`config.mk`:
```
export PLATFORM = sky130hd
export DESIGN_NAME = shake_input_frontend
export DESIGN_NICKNAME = d
export VERILOG_FILES = /design/src/rtl/shake_input_frontend_pkg.sv /design/src/rtl/shake_input_frontend_btn_debounce.sv /design/src/rtl/shake_input_frontend.sv
export SDC_FILE = /design/constraint.sdc
export NUM_CORES = 1
export LEC_CHECK = 0
export BUFFER_PORTS_ARGS = -buffer_cell sky130_fd_sc_hd__buf_2
export CORE_ASPECT_RATIO = 1.4
export CORE_UTILIZATION = 45
export CTS_CLUSTER_DIAMETER = 200
export DETAILED_ROUTE_END_ITERATION = 6
export SYNTH_ARGS = -nofsm -noshare
export SYNTH_HDL_FRONTEND = slang
export SYNTH_SLANG_ARGS = --single-unit
```
`constraint.sdc`:
```
create_clock -name clk -period 2.4 [get_ports clk]
set_clock_uncertainty 0.15 [all_clocks]
set_input_delay 0.48 -clock clk [delete_from_list [all_inputs] [get_ports clk]]
set_output_delay 0.48 -clock clk [all_outputs]
set_load 0.005 [all_outputs]
```
`src/rtl/shake_input_frontend_pkg.sv`:
```
// Shared types, default constants and width helper for the shake/button input frontend.
package shake_input_frontend_pkg;

    typedef enum logic [1:0] {
        IDLE,
        ARM,
        WAIT_LO,
        HOLDOFF
    } shake_state_t;

    localparam int DEF_SAMPLE_W    = 10;
    localparam int DEF_BASELINE    = 0;
    localparam int DEF_TH_HI       = 200;
    localparam int DEF_TH_LO       = 120;
    localparam int DEF_MIN_SAMPLES = 3;
    localparam int DEF_HOLDOFF_CYC = 4096;
    localparam int DEF_DEB_CYC     = 1024;

    // Width of a counter that must hold values 0 .. n-1.
    function automatic int unsigned cnt_w(input int unsigned n);
        return (n < 2) ? 1 : $clog2(n);
    endfunction

endpackage

```
`src/rtl/shake_input_frontend_btn_debounce.sv`:
```
// Two-flop synchronizer plus stability counter; emits a one-cycle pulse on each debounced press.
module btn_debounce
    import shake_input_frontend_pkg::*;
#(
    parameter int DEB_CYC = DEF_DEB_CYC
) (
    input  logic clk,
    input  logic rst_n,
    input  logic raw,
    output logic pulse
);

    localparam int unsigned CW = cnt_w(DEB_CYC);

    logic          sync1_q;
    logic          sync2_q;
    logic          deb_q;
    logic          pulse_q;
    logic [CW-1:0] cnt_q;

    always_ff @(posedge clk or negedge rst_n) begin
        if (!rst_n) begin
            sync1_q <= 1'b0;
            sync2_q <= 1'b0;
            deb_q   <= 1'b0;
            pulse_q <= 1'b0;
            cnt_q   <= '0;
        end else begin
            sync1_q <= raw;
            sync2_q <= sync1_q;
            pulse_q <= 1'b0;
            if (sync2_q == deb_q) begin
                cnt_q <= '0;
            end else if (cnt_q == CW'(DEB_CYC - 1)) begin
                deb_q   <= sync2_q;
                cnt_q   <= '0;
                // Only the rising debounced level produces a pulse.
                pulse_q <= sync2_q;
            end else begin
                cnt_q <= cnt_q + CW'(1);
            end
        end
    end

    assign pulse = pulse_q;

endmodule

```
`src/rtl/shake_input_frontend.sv`:
```
// Accelerometer shake detector (threshold/hysteresis/holdoff) and debounced next/prev buttons.
module shake_input_frontend
    import shake_input_frontend_pkg::*;
#(
    parameter int SAMPLE_W    = DEF_SAMPLE_W,
    parameter int BASELINE    = DEF_BASELINE,
    parameter int TH_HI       = DEF_TH_HI,
    parameter int TH_LO       = DEF_TH_LO,
    parameter int MIN_SAMPLES = DEF_MIN_SAMPLES,
    parameter int HOLDOFF_CYC = DEF_HOLDOFF_CYC,
    parameter int DEB_CYC     = DEF_DEB_CYC
) (
    input  logic                       clk,
    input  logic                       rst_n,
    input  logic signed [SAMPLE_W-1:0] acc_sample,
    input  logic                       acc_valid,
    input  logic                       btn_next_raw,
    input  logic                       btn_prev_raw,
    output logic                       shake,
    output logic                       next,
    output logic                       prev
);

    localparam int unsigned HW = cnt_w(HOLDOFF_CYC);
    localparam logic signed [SAMPLE_W:0] BASE_EXT = (SAMPLE_W + 1)'(BASELINE);
    localparam logic [SAMPLE_W:0] TH_HI_M = (SAMPLE_W + 1)'(TH_HI);
    localparam logic [SAMPLE_W:0] TH_LO_M = (SAMPLE_W + 1)'(TH_LO);

    logic signed [SAMPLE_W:0] diff;
    logic [SAMPLE_W:0]        mag_d;
    logic [SAMPLE_W:0]        mag_q;
    logic                     mag_v_q;
    logic                     hi;
    logic                     settled;

    shake_state_t  state_q;
    logic [3:0]    cnt_q;
    logic [HW-1:0] hold_q;
    logic          shake_q;

    logic next_pulse;
    logic prev_pulse;
    logic next_q;
    logic prev_q;

    // One extra bit keeps the subtraction and the negation of the most negative sample exact.
    always_comb begin
        diff  = $signed({acc_sample[SAMPLE_W-1], acc_sample}) - BASE_EXT;
        mag_d = diff[SAMPLE_W] ? $unsigned(-diff) : $unsigned(diff);
    end

    always_ff @(posedge clk or negedge rst_n) begin
        if (!rst_n) begin
            mag_q   <= '0;
            mag_v_q <= 1'b0;
        end else begin
            mag_v_q <= acc_valid;
            if (acc_valid) begin
                mag_q <= mag_d;
            end
        end
    end

    assign hi      = (mag_q >= TH_HI_M);
    assign settled = (mag_q < TH_LO_M);

    always_ff @(posedge clk or negedge rst_n) begin
        if (!rst_n) begin
            state_q <= IDLE;
            cnt_q   <= '0;
            hold_q  <= '0;
            shake_q <= 1'b0;
        end else begin
            shake_q <= 1'b0;
            unique case (state_q)
                IDLE: begin
                    if (mag_v_q && hi) begin
                        if (MIN_SAMPLES == 1) begin
                            cnt_q   <= '0;
                            shake_q <= 1'b1;
                            state_q <= WAIT_LO;
                        end else begin
                            cnt_q   <= 4'd1;
                            state_q <= ARM;
                        end
                    end
                end
                ARM: begin
                    if (mag_v_q) begin
                        if (!hi) begin
                            cnt_q   <= '0;
                            state_q <= IDLE;
                        end else if (cnt_q + 4'd1 == 4'(MIN_SAMPLES)) begin
                            cnt_q   <= '0;
                            shake_q <= 1'b1;
                            state_q <= WAIT_LO;
                        end else begin
                            cnt_q <= cnt_q + 4'd1;
                        end
                    end
                end
                WAIT_LO: begin
                    if (mag_v_q && settled) begin
                        hold_q  <= HW'(HOLDOFF_CYC - 1);
                        state_q <= HOLDOFF;
                    end
                end
                HOLDOFF: begin
                    // Counts every clk; sample validity is irrelevant here.
                    if (hold_q == '0) begin
                        state_q <= IDLE;
                    end else begin
                        hold_q <= hold_q - HW'(1);
                    end
                end
                default: state_q <= IDLE;
            endcase
        end
    end

    btn_debounce #(
        .DEB_CYC(DEB_CYC)
    ) u_deb_next (
        .clk  (clk),
        .rst_n(rst_n),
        .raw  (btn_next_raw),
        .pulse(next_pulse)
    );

    btn_debounce #(
        .DEB_CYC(DEB_CYC)
    ) u_deb_prev (
        .clk  (clk),
        .rst_n(rst_n),
        .raw  (btn_prev_raw),
        .pulse(prev_pulse)
    );

    // next wins when both pulses land together, matching downstream priority.
    always_ff @(posedge clk or negedge rst_n) begin
        if (!rst_n) begin
            next_q <= 1'b0;
            prev_q <= 1'b0;
        end else begin
            next_q <= next_pulse;
            prev_q <= prev_pulse & ~next_pulse;
        end
    end

    assign shake = shake_q;
    assign next  = next_q;
    assign prev  = prev_q;

endmodule
```
==> results_dict.tcl, run 1 <==
set metrics [dict create \
    stdcell_area_um2 3170 \
    dp_hpwl_um 3430 \
    path_class "register to register" \
    utilization_pct 53.3 \
    syn_area_um2 2820 \
    cts_buffer_depth 2 \
    core_area_um2 5950 \
    port_buffers 17 \
    pin_count 18 \
    ys_seq_area_share_pct 51.5 \
    max_freq_ghz 0.500 \
    slew_violations 0 \
    area_growth_pct 12.4 \
    dp.cells 357 \
    row_count 33 \
    status "complete, but fails checks" \
    clk-insertion-delay-late_ns 0.33 \
    synth_edf_count 0 \
    cp.required_ns 2.52 \
    max_slew_margin_pct 61.7 \
    drc 0 \
    num_vias 2033 \
    cts_resized 0 \
    die_h_um 95.7 \
    antennaDiodeCount 0 \
    end_kind "register" \
    cts_sinks 58 \
    grt_pass1_vias 2023 \
    avgSynthCellArea_um2 10.2 \
    wl_per_cell_um 12.9 \
    viasPerCell 5.45 \
    fillCellCount 567 \
    finalNetCount 320 \
    yosysWarnings 0 \
    rsz0062_at_grt "false" \
    timing.max_cap.violations 0 \
    ctsRootBufferMaster "clkbuf_8" \
    tightest_slew_ns 0.570 \
    yosys_register_bits 58 \
    antenna_found_initial 0 \
    start_util_pct 47.4 \
    final_cells 373 \
    placed_cell_area_um2 2990 \
    powerDensity_nw_per_um2 893 \
    worst_setup_path_start_kind "register" \
    synth_cells 276 \
    grt_use_total_pct 18.1 \
    critPathMaxFanout 4 \
    crit_arrival_ns 2.12 \
    hold_viol 22 \
    regArea_um2 1450 \
    clk_pin_slew_ns 0.06 \
    fin_hold_ws_ns -0.00735 \
    synthArstFlopShare_pct 100 \
    drtIter0Drc 91 \
    cts-htree-levels 3 \
    power.leakage_nw 1.40 \
    setup_tns_ns 0 \
    wl_um 4830 \
    hold_path.class "primary input to async pin" \
    synth-main-ff-cell "dfrtp_1" \
    fp.dieArea_um2 6590 \
    setup_viol 0 \
    ant_nets 0 \
    cts_hold_buf 0 \
    synthesis.nets 298 \
    grt_pass1_wl_um 8550 \
    peakVddDrop_mv 0.351 \
    fp.dieW_um 68.9 \
    cts_made_buffers 9 \
    overflow 0 \
    drive_gt1_share_pct 14.5 \
    min_period_ns 2.00 \
    period_share_pct 83.4 \
    drt_first_pass_iters 4 \
    grt_max_degree 35 \
    cts_tree "done" \
    violations "negative hold slack" \
    yosysUniqueCellTypes 42 \
    postCtsSetupBuffers 0 \
    multi_input_area_um2 1300 \
    gp_congestion 0.780 \
]
==> where the power goes <==
| group | internal [mW] | switching, mW | leakage, nW | total [mW] |
|---|---|---|---|---|
| clock network | 0.456 | 0.360 | 0.0965 | 0.817 |
| logic | 0.288 | 0.355 | 0.561 | 0.643 |
| registers | 1.15 | 0.214 | 0.740 | 1.37 |
==> synthesized netlist by cell type, types with 2 or more instances <==
library cell   n  share of area (%)
inv_1         10                1.3
nor4_1         4               0.89
clkbuf_1       7               0.93
a31o_2         3               0.93
and4_1         5                1.6
nor3_1        13                2.3
xnor2_1        9                2.8
mux2_2         2               0.80
nand2_1       16                2.1
dfrtp_1       58                 51
o41ai_1        3               0.93
a21oi_1       13                2.3
xor2_1        15                4.7
nand4_1        3               0.67
nand3_1       15                2.7
o31ai_1        6                1.6
a31oi_1        4               0.89
nand2b_1       6                1.3
or3_1          6                1.3
a41oi_1        2               0.62
or4_1          4                1.1
o211ai_1       2               0.53
nor2_1        32                4.3
mux2i_1        5                1.8
o21ai_0        8                1.4
ha_1           7                3.1
nor2b_1        3               0.67
==> per-layer routing <==
metal / track usage (%) / vias to the layer above / part of all wire [%]
met5: 0 / - / 0
met4: 9.35 / 0 / 1.9
met3: 6.82 / 7 / 3.3
met2: 29.9 / 22 / 51
met1: 19.6 / 970 / 44
li1: - / 1034 / -
==> per-stage QoR <==
step                      total power [mW]  setup slack [ns]  hold slack [ns]
after floorplan                       1.86             0.501           0.0344
after global placement                2.02             0.455            0.185
after detailed placement              2.03             0.434            0.185
after CTS                             2.87             0.412          0.00468
after global routing                  3.05             0.272           0.0274
final                                 2.83             0.399         -0.00735
==> state kept, by name, indices dropped and copies added (netlist names), 4 cells and up, named ones only <==
name and cells:
mag_q 8, cnt_q 4, u_deb_next.cnt_q 10, hold_q 12, u_deb_prev.cnt_q 10
==> worst max-delay path, stage by stage (launching register included) <==
cell	delay (ns)
dfrtp_1	0.37
inv_1	0.07
ha_1	0.21
and2b_1	0.17
a2111o_1	0.45
or4_1	0.41
nand3_1	0.09
==> area by class of cell <==
| cell class | count | area share, % |
|---|---|---|
| clock buffer | 14 | 5.45 |
| clock inverter | 2 | 0.316 |
| inverter | 10 | 1.18 |
| multi-input combinational | 200 | 40.9 |
| sequential | 58 | 45.8 |
| tap | 70 | 2.76 |
| timing repair buffer | 19 | 3.55 |
==> worst paths after layout <==
check / to / depth (start not counted) / startpoint / slack, ns
min in group clk: u_deb_next.sync1_q$_DFF_PN0_ / 1 / btn_next_raw / 0.10
worst min-delay path: cnt_q[2]$_DFFE_PN0P_ / 1 / rst_n / -0.007
worst min register to register: u_deb_next.sync2_q$_DFF_PN0_ / 0 / u_deb_next.sync1_q$_DFF_PN0_ / 0.20
max in group asynchronous: u_deb_prev.sync1_q$_DFF_PN0_ / 2 / rst_n / 1.53
worst max-delay path: hold_q[10]$_DFFE_PN0P_ / 6 / hold_q[0]$_DFFE_PN0P_ / 0.40
worst max register to register: hold_q[10]$_DFFE_PN0P_ / 6 / hold_q[0]$_DFFE_PN0P_ / 0.40
==> cells in the final DEF, fill, tap and decap left out, drive strengths merged, types with 6 or more instances in the layout <==
cell / instances
clkbuf: 14
o31ai: 6
nor4: 6
xor2: 15
nor2: 32
nor3: 13
or3: 8
inv: 10
a21oi: 13
o21ai: 8
dfrtp: 58
nand3: 15
nand2b: 6
xnor2: 9
nand2: 16
ha: 7
buf: 19
==> cell families (layout without fill, tap and decap cells) <==
group | Yosys count | after routing | share of synthesized area (%)
flip-flops | 58 | 58 | 51.5
multiplexers | 7 | 7 | 2.57
XOR/XNOR | 24 | 24 | 7.45
adder cells (fa/ha/maj) | 7 | 7 | 3.11
AND/OR/NAND/NOR | 118 | 118 | 22.6
AO/OA/AOI/OAI | 44 | 44 | 10.3
buffers and inverters | 18 | 45 | 2.53
(Power assumes the default switching activity.)
==> run 2: changes to the inputs <==
--- a/config.mk
+++ b/config.mk
@@ -5,6 +5,7 @@
 export SDC_FILE = /design/constraint.sdc
 export NUM_CORES = 1
 export LEC_CHECK = 0
+export ABC_AREA = 1
 export BUFFER_PORTS_ARGS = -buffer_cell sky130_fd_sc_hd__buf_2
 export CORE_ASPECT_RATIO = 1.4
 export CORE_UTILIZATION = 45
==> constraint.sdc (replaced) <==
create_clock -name clk -period 1.97 [get_ports clk]
set_clock_uncertainty 0.15 [all_clocks]
set_input_delay 0.394 -clock clk [delete_from_list [all_inputs] [get_ports clk]]
set_output_delay 0.394 -clock clk [all_outputs]
set_load 0.005 [all_outputs]
==> run 2 against run 1 <==
  * The run now ends clean
  * Largest cell class unchanged
  * Combinational power rose by 66%
  * Count of clock-buffer cells in the layout shrank 5
  * Sequential share of layout area decreased by 3.5 points
  * Register-to-register slack worse by 0.24 ns
  * Final cell count is 28% higher
  * Total power up 26%
  * Routed wire length up 14%
  * Largest power group unchanged
  * Global-route usage is 0.19 points lower
  * Clock power increased by 19%
  * Sequential cell count stayed put
==> results_dict.tcl, run 2 <==
set metrics [dict create \
    end_kind "register" \
    cts_resized 0 \
    row_count 35 \
    power_switching_mw 1.36 \
    synth_area_leader_cell "dfrtp_1" \
    min_to "u_deb_next.sync1_q$_DFF_PN0_" \
    path_class "register to register" \
    synthArstFlopShare_pct 100 \
    dp_hpwl_um 4220 \
    die_h_um 99.4 \
    dp.cells 459 \
    synth-adder-area-share_pct 2.87 \
    timing.max_cap.violations 0 \
    intPower_mw 2.21 \
    min_period_ns 1.81 \
    pin_count 18 \
    synth-xor-area-share_pct 4.88 \
    fp.dieArea_um2 7110 \
    fin_hold_ws_ns 0.0200 \
    cts-htree-levels 3 \
    ant_nets 0 \
    status "finished clean" \
    drtIter0Drc 98 \
    critPathMaxFanout 6 \
    peakVddDrop_mv 0.548 \
    p_comb_share_pct 29.9 \
    fillCellCount 637 \
    core_area_um2 6570 \
    drive_gt1_share_pct 15.9 \
    cts_made_buffers 9 \
    rsz0062_at_grt "false" \
    period_share_pct 91.9 \
    layout_common_cells "nand2_1 (79), dfrtp_1 (58), nor2_1 (46)" \
    ys_top_cells_by_area "dfrtp_1 (48%), nand2_1 (9.7%), nor2_1 (5.7%), inv_1 (5.4%), xor2_1 (4.9%)" \
    synthMuxAreaShare_pct 0 \
    synth_cells 370 \
    ctsRootBufferMaster "clkbuf_8" \
    avgSynthCellArea_um2 8.24 \
    power.leakage_nw 1.69 \
    overflow 0 \
    stdcell_area_um2 3430 \
    worst_setup_path_start_kind "register" \
    regArea_um2 1450 \
    yosysUniqueCellTypes 35 \
    ys_seq_area_share_pct 47.6 \
    grt_max_degree 24 \
    reg.largest.list "hold_q x12, u_deb_next.cnt_q x10, u_deb_prev.cnt_q x10" \
    rrSetupSlack_ns 0.16 \
    synth_top_family_by_area "simple AND/OR/NAND/NOR gates" \
    powerDensity_nw_per_um2 1040 \
    placed_cell_area_um2 3240 \
    final_common_cell "nand2_1" \
    hold_path.class "primary input to register" \
    grt_use_total_pct 17.9 \
    syn_area_um2 3050 \
    postCtsSetupBuffers 0 \
    ys_top_cells_by_count "nand2_1 (79), dfrtp_1 (58), nor2_1 (46)" \
    cts_tree "done" \
    antennaDiodeCount 0 \
    drt_first_pass_iters 4 \
    fp.dieW_um 71.6 \
    area_growth_pct 12.5 \
    clk_pin_slew_ns 0.08 \
    reg2regPathDepth 8 \
    yosys_register_bits 58 \
    synth_top_area_share_pct 47.6 \
    yosysWarnings 0 \
    yosys.area_share.simple_pct 30.5 \
    largest_register_ffs 12 \
    multi_input_area_um2 1390 \
    synthesis.nets 392 \
    setup_tns_ns 0 \
    port_buffers 17 \
    wl_per_cell_um 11.6 \
    tightest_slew_ns 0.579 \
    holdPathStages 1 \
    synth-main-ff-cell "dfrtp_1" \
    grt_pass1_vias 2430 \
    crit_arrival_ns 1.88 \
    grt_pass1_wl_um 10100 \
    max_flop_register "hold_q" \
    cts_sinks 58 \
    max_slew_margin_pct 61.4 \
    gp_congestion 0.815 \
    antenna_found_initial 0 \
    p_clk_share_pct 27.2 \
    cts_hold_buf 1 \
    setup_viol 0 \
    slew_violations 0 \
    r2r-end "u_deb_next.cnt_q[9]$_DFF_PN0_" \
    finalNetCount 419 \
    cp.required_ns 2.04 \
    drc 0 \
    wl_um 5510 \
    sw_frac_of_total_pct 38.1 \
    num_vias 2419 \
    seqPwrFrac_pct 42.9 \
    final_cells 476 \
    hold_viol 0 \
    hold_start "btn_next_raw" \
    finalPower_mw 3.57 \
    start_util_pct 46.4 \
    cts_buffer_depth 2 \
    clk-insertion-delay-late_ns 0.33 \
    max_freq_ghz 0.552 \
    synth_compound_area_share_pct 7.43 \
    synth_edf_count 0 \
    yosysMostFrequentCell "nand2_1" \
    viasPerCell 5.08 \
    r2r_start "u_deb_next.cnt_q[0]$_DFF_PN0_" \
]
[run 2: changes by cell type after synthesis, sizes merged, moves of 6 or more]
cell,delta
or3,-8
nor3,-6
nand3,+13
inv,+37
nand2,+69
o21ai,+18
o31ai,-6
a21oi,-7
nor4,-6
xnor2,-9
nand4,+9
nor2,+26
nand2b,-6
[run 2: critical path: stages (launching register included)]
cell and delay [ns]:
dfrtp_1 0.43, ha_1 0.21, nand2_2 0.08, nor2_4 0.13, nand3_4 0.09, nor3_4 0.18
nand2_2 0.10, o21ai_4 0.26, nor2_2 0.07
[run 2: worst max-delay path by stage]
stage | start | endpoint | cells after the start
after CTS | u_deb_next.cnt_q[0]$_DFF_PN0_ | u_deb_next.cnt_q[9]$_DFF_PN0_ | 8
after detailed placement | u_deb_next.cnt_q[0]$_DFF_PN0_ | u_deb_next.cnt_q[9]$_DFF_PN0_ | 8
after floorplan | u_deb_next.cnt_q[0]$_DFF_PN0_ | u_deb_next.cnt_q[9]$_DFF_PN0_ | 8
after global placement | u_deb_next.cnt_q[0]$_DFF_PN0_ | u_deb_next.cnt_q[9]$_DFF_PN0_ | 8
final | u_deb_next.cnt_q[0]$_DFF_PN0_ | u_deb_next.cnt_q[9]$_DFF_PN0_ | 8
after global routing | mag_q[9]$_DFFE_PN0P_ | hold_q[4]$_DFFE_PN0P_ | 8
[run 2: per-layer routing]
metal	up-vias	wire length (µm)	global-route usage (%)
li1	1240	-	-
met1	1135	2360	20.4
met2	33	2890	32.8
met3	11	143	2.63
met4	0	113	7.84
met5	-	0	0
[run 2: stage by stage]
step	utilization (%)	setup WS (ns)
6_report	52.2	0.159
2_1_floorplan	-	0.306
5_1_grt	52.2	0.0271
3_5_place_dp	49.4	0.146
4_1_cts	52.2	0.137
3_3_place_gp	49.4	0.215
[run 2: cell type report]
class	instances	share of cell area (%)
sequential	58	42.3
multi-input combinational	260	40.6
inverter	48	5.32
timing repair buffer	20	3.94
clock buffer	9	3.61
tap	74	2.70
clock inverter	7	1.53
[run 2: cells by family after synthesis]
| family | after synthesis |
|---|---|
| compound gates | 39 |
| xor+xnor | 17 |
| fa+ha+maj | 7 |
| buf+inv | 52 |
| flops | 58 |
| simple gates | 197 |
[run 2: power by group through the flow]
| stage | Clock (mW) | Combinational (mW) | Sequential, mW |
|---|---|---|---|
| global placement | 0 | 1.06 | 1.55 |
| detailed placement | 0 | 1.07 | 1.55 |
| global route | 1.05 | 1.25 | 1.56 |
| finish | 0.969 | 1.07 | 1.53 |
| CTS | 0.998 | 1.08 | 1.53 |
| floorplan | 0 | 0.865 | 1.51 |
==> run 3: changes to the inputs <==
--- a/config.mk
+++ b/config.mk
@@ -11,6 +11,7 @@
 export CORE_UTILIZATION = 45
 export CTS_CLUSTER_DIAMETER = 200
 export DETAILED_ROUTE_END_ITERATION = 6
+export RECOVER_POWER = 100
 export SYNTH_ARGS = -nofsm -noshare
 export SYNTH_HDL_FRONTEND = slang
 export SYNTH_SLANG_ARGS = --single-unit
==> run 3 against run 2 <==
  * Count of clock-buffer cells in the layout stayed put
  * Global-route usage stayed put
  * Register-to-register slack hardly changed
  * Core utilization is 0.69 points lower
  * Clock power hardly changed
  * First-iteration DRC count is 10% lower
==> results_dict.tcl, run 3 (synthesis results as in run 2) <==
set metrics [dict create \
    final_common_cell "nand2_1" \
    busiest_layer "met2" \
    setup_viol 0 \
    regArea_um2 1450 \
    use_met3_pct 2.63 \
    end_kind "register" \
    postCtsSetupBuffers 0 \
    pin_count 18 \
    max_freq_ghz 0.549 \
    antennaDiodeCount 0 \
    rsz0062_at_grt "false" \
    clk_pin_slew_ns 0.08 \
    fin_hold_ws_ns 0.0210 \
    drt_first_pass_iters 4 \
    max_flop_register "hold_q" \
    gp_congestion 0.815 \
    layout_common_cells "nand2_1 (80), dfrtp_1 (58), nor2_1 (47)" \
    setup_tns_ns 0 \
    peakVddDrop_mv 0.548 \
    port_buffers 17 \
    die_h_um 99.4 \
    powerDensity_nw_per_um2 1050 \
    tightest_slew_ns 0.581 \
    cts_tree "done" \
    wl_per_cell_um 11.6 \
    cts-htree-levels 3 \
    antenna_found_initial 0 \
    viasPerCell 5.10 \
    core_area_um2 6570 \
    grt_use_total_pct 17.9 \
    worst_setup_path_start_kind "register" \
    timing.max_cap.violations 0 \
    reg.largest.list "hold_q x12, u_deb_next.cnt_q x10, u_deb_prev.cnt_q x10" \
    grt_use_met1_pct 20.4 \
    slew_violations 0 \
    cts_resized 0 \
    grt_pass1_vias 2430 \
    period_share_pct 92.4 \
    grt_pass1_wl_um 10100 \
    drtIter0Drc 88 \
    multi_input_area_um2 1380 \
    critPathMaxFanout 12 \
    max_slew_margin_pct 61.1 \
    ant_nets 0 \
    ctsRootBufferMaster "clkbuf_8" \
    cts_sinks 58 \
    crit_arrival_ns 1.88 \
    finalNetCount 419 \
    drc 0 \
    path_class "register to register" \
    cts_buffer_depth 2 \
    wl_um 5520 \
    grt_util_met2_pct 32.8 \
    start_util_pct 46.4 \
    hold_viol 0 \
    min_period_ns 1.82 \
    area_growth_pct 11.0 \
    dp_hpwl_um 4220 \
    fp.dieW_um 71.6 \
    row_count 35 \
    cts_made_buffers 9 \
    hold_path.class "primary input to register" \
    power.leakage_nw 1.67 \
    clk-insertion-delay-late_ns 0.33 \
    status "finished clean" \
    grt_max_degree 24 \
    cp.required_ns 2.03 \
    overflow 0 \
    drive_gt1_share_pct 14.2 \
    fillCellCount 645 \
    num_vias 2426 \
    largest_register_ffs 12 \
    fp.dieArea_um2 7110 \
]
## run 3: cell type report
cell class | count | area share (%)
inverters | 48 | 5.40
clock buffers | 9 | 3.66
well taps | 74 | 2.73
flip-flops and latches | 58 | 42.9
multi-input cells | 260 | 40.8
repair buffers | 20 | 2.96
clock inverters | 7 | 1.55
## run 3: repair_timing
item | 4_1_cts | 5_1_grt
hold buffers | 1 | 0
hold endpoints to repair | 21 | 0
endpoints found under the setup margin | 0 | 0
## run 3: per-stage QoR
stage	std cells	power [mW]	worst slack [ns]	area, µm²	util [%]
final	476	3.54	0.150	3390	51.5
after global routing	476	3.84	0.0184	3390	51.5
after detailed placement	459	2.63	0.146	3240	49.4
after global placement	459	2.60	0.215	3240	49.4
after floorplan	370	2.37	0.306	3050	-
after CTS	476	3.61	0.137	3430	52.2
## run 3: path summary, 6_finish.rpt
kind,startpoint,end,slack (ns),cells past startpoint
worst max-delay path,hold_q[0]$_DFFE_PN0P_,hold_q[4]$_DFFE_PN0P_,0.15,10
worst min-delay path,btn_next_raw,u_deb_next.sync1_q$_DFF_PN0_,0.02,1
worst max register to register,hold_q[0]$_DFFE_PN0P_,hold_q[4]$_DFFE_PN0P_,0.15,10
worst min register to register,u_deb_prev.sync1_q$_DFF_PN0_,u_deb_prev.sync2_q$_DFF_PN0_,0.20,0
max in group asynchronous,rst_n,hold_q[9]$_DFFE_PN0P_,0.35,3
min in group asynchronous,rst_n,u_deb_next.cnt_q[5]$_DFF_PN0_,0.42,2
## run 3: where the power goes
part           leakage, nW  total (mW)  internal (mW)  switching [mW]
Clock               0.0783       0.970          0.461           0.509
Sequential           0.766        1.53           1.36           0.175
Combinational        0.821        1.04          0.379           0.664
## run 3: worst max-delay path: stages, from the launching register on
cell and delay [ns]:
dfrtp_1 0.33, inv_1 0.08, ha_1 0.23, nand2_1 0.07
nor2_1 0.04, nand2_1 0.15, nand2_4 0.10, nand2_2 0.21
inv_2 0.11, o21ai_0 0.16, nand3_1 0.08
## run 3: per-layer routing
| metal | up-vias | routed length (µm) |
|---|---|---|
| li1 | 1241 | - |
| met1 | 1141 | 2360 |
| met2 | 32 | 2910 |
| met3 | 12 | 127 |
| met4 | 0 | 114 |
| met5 | - | 0 |
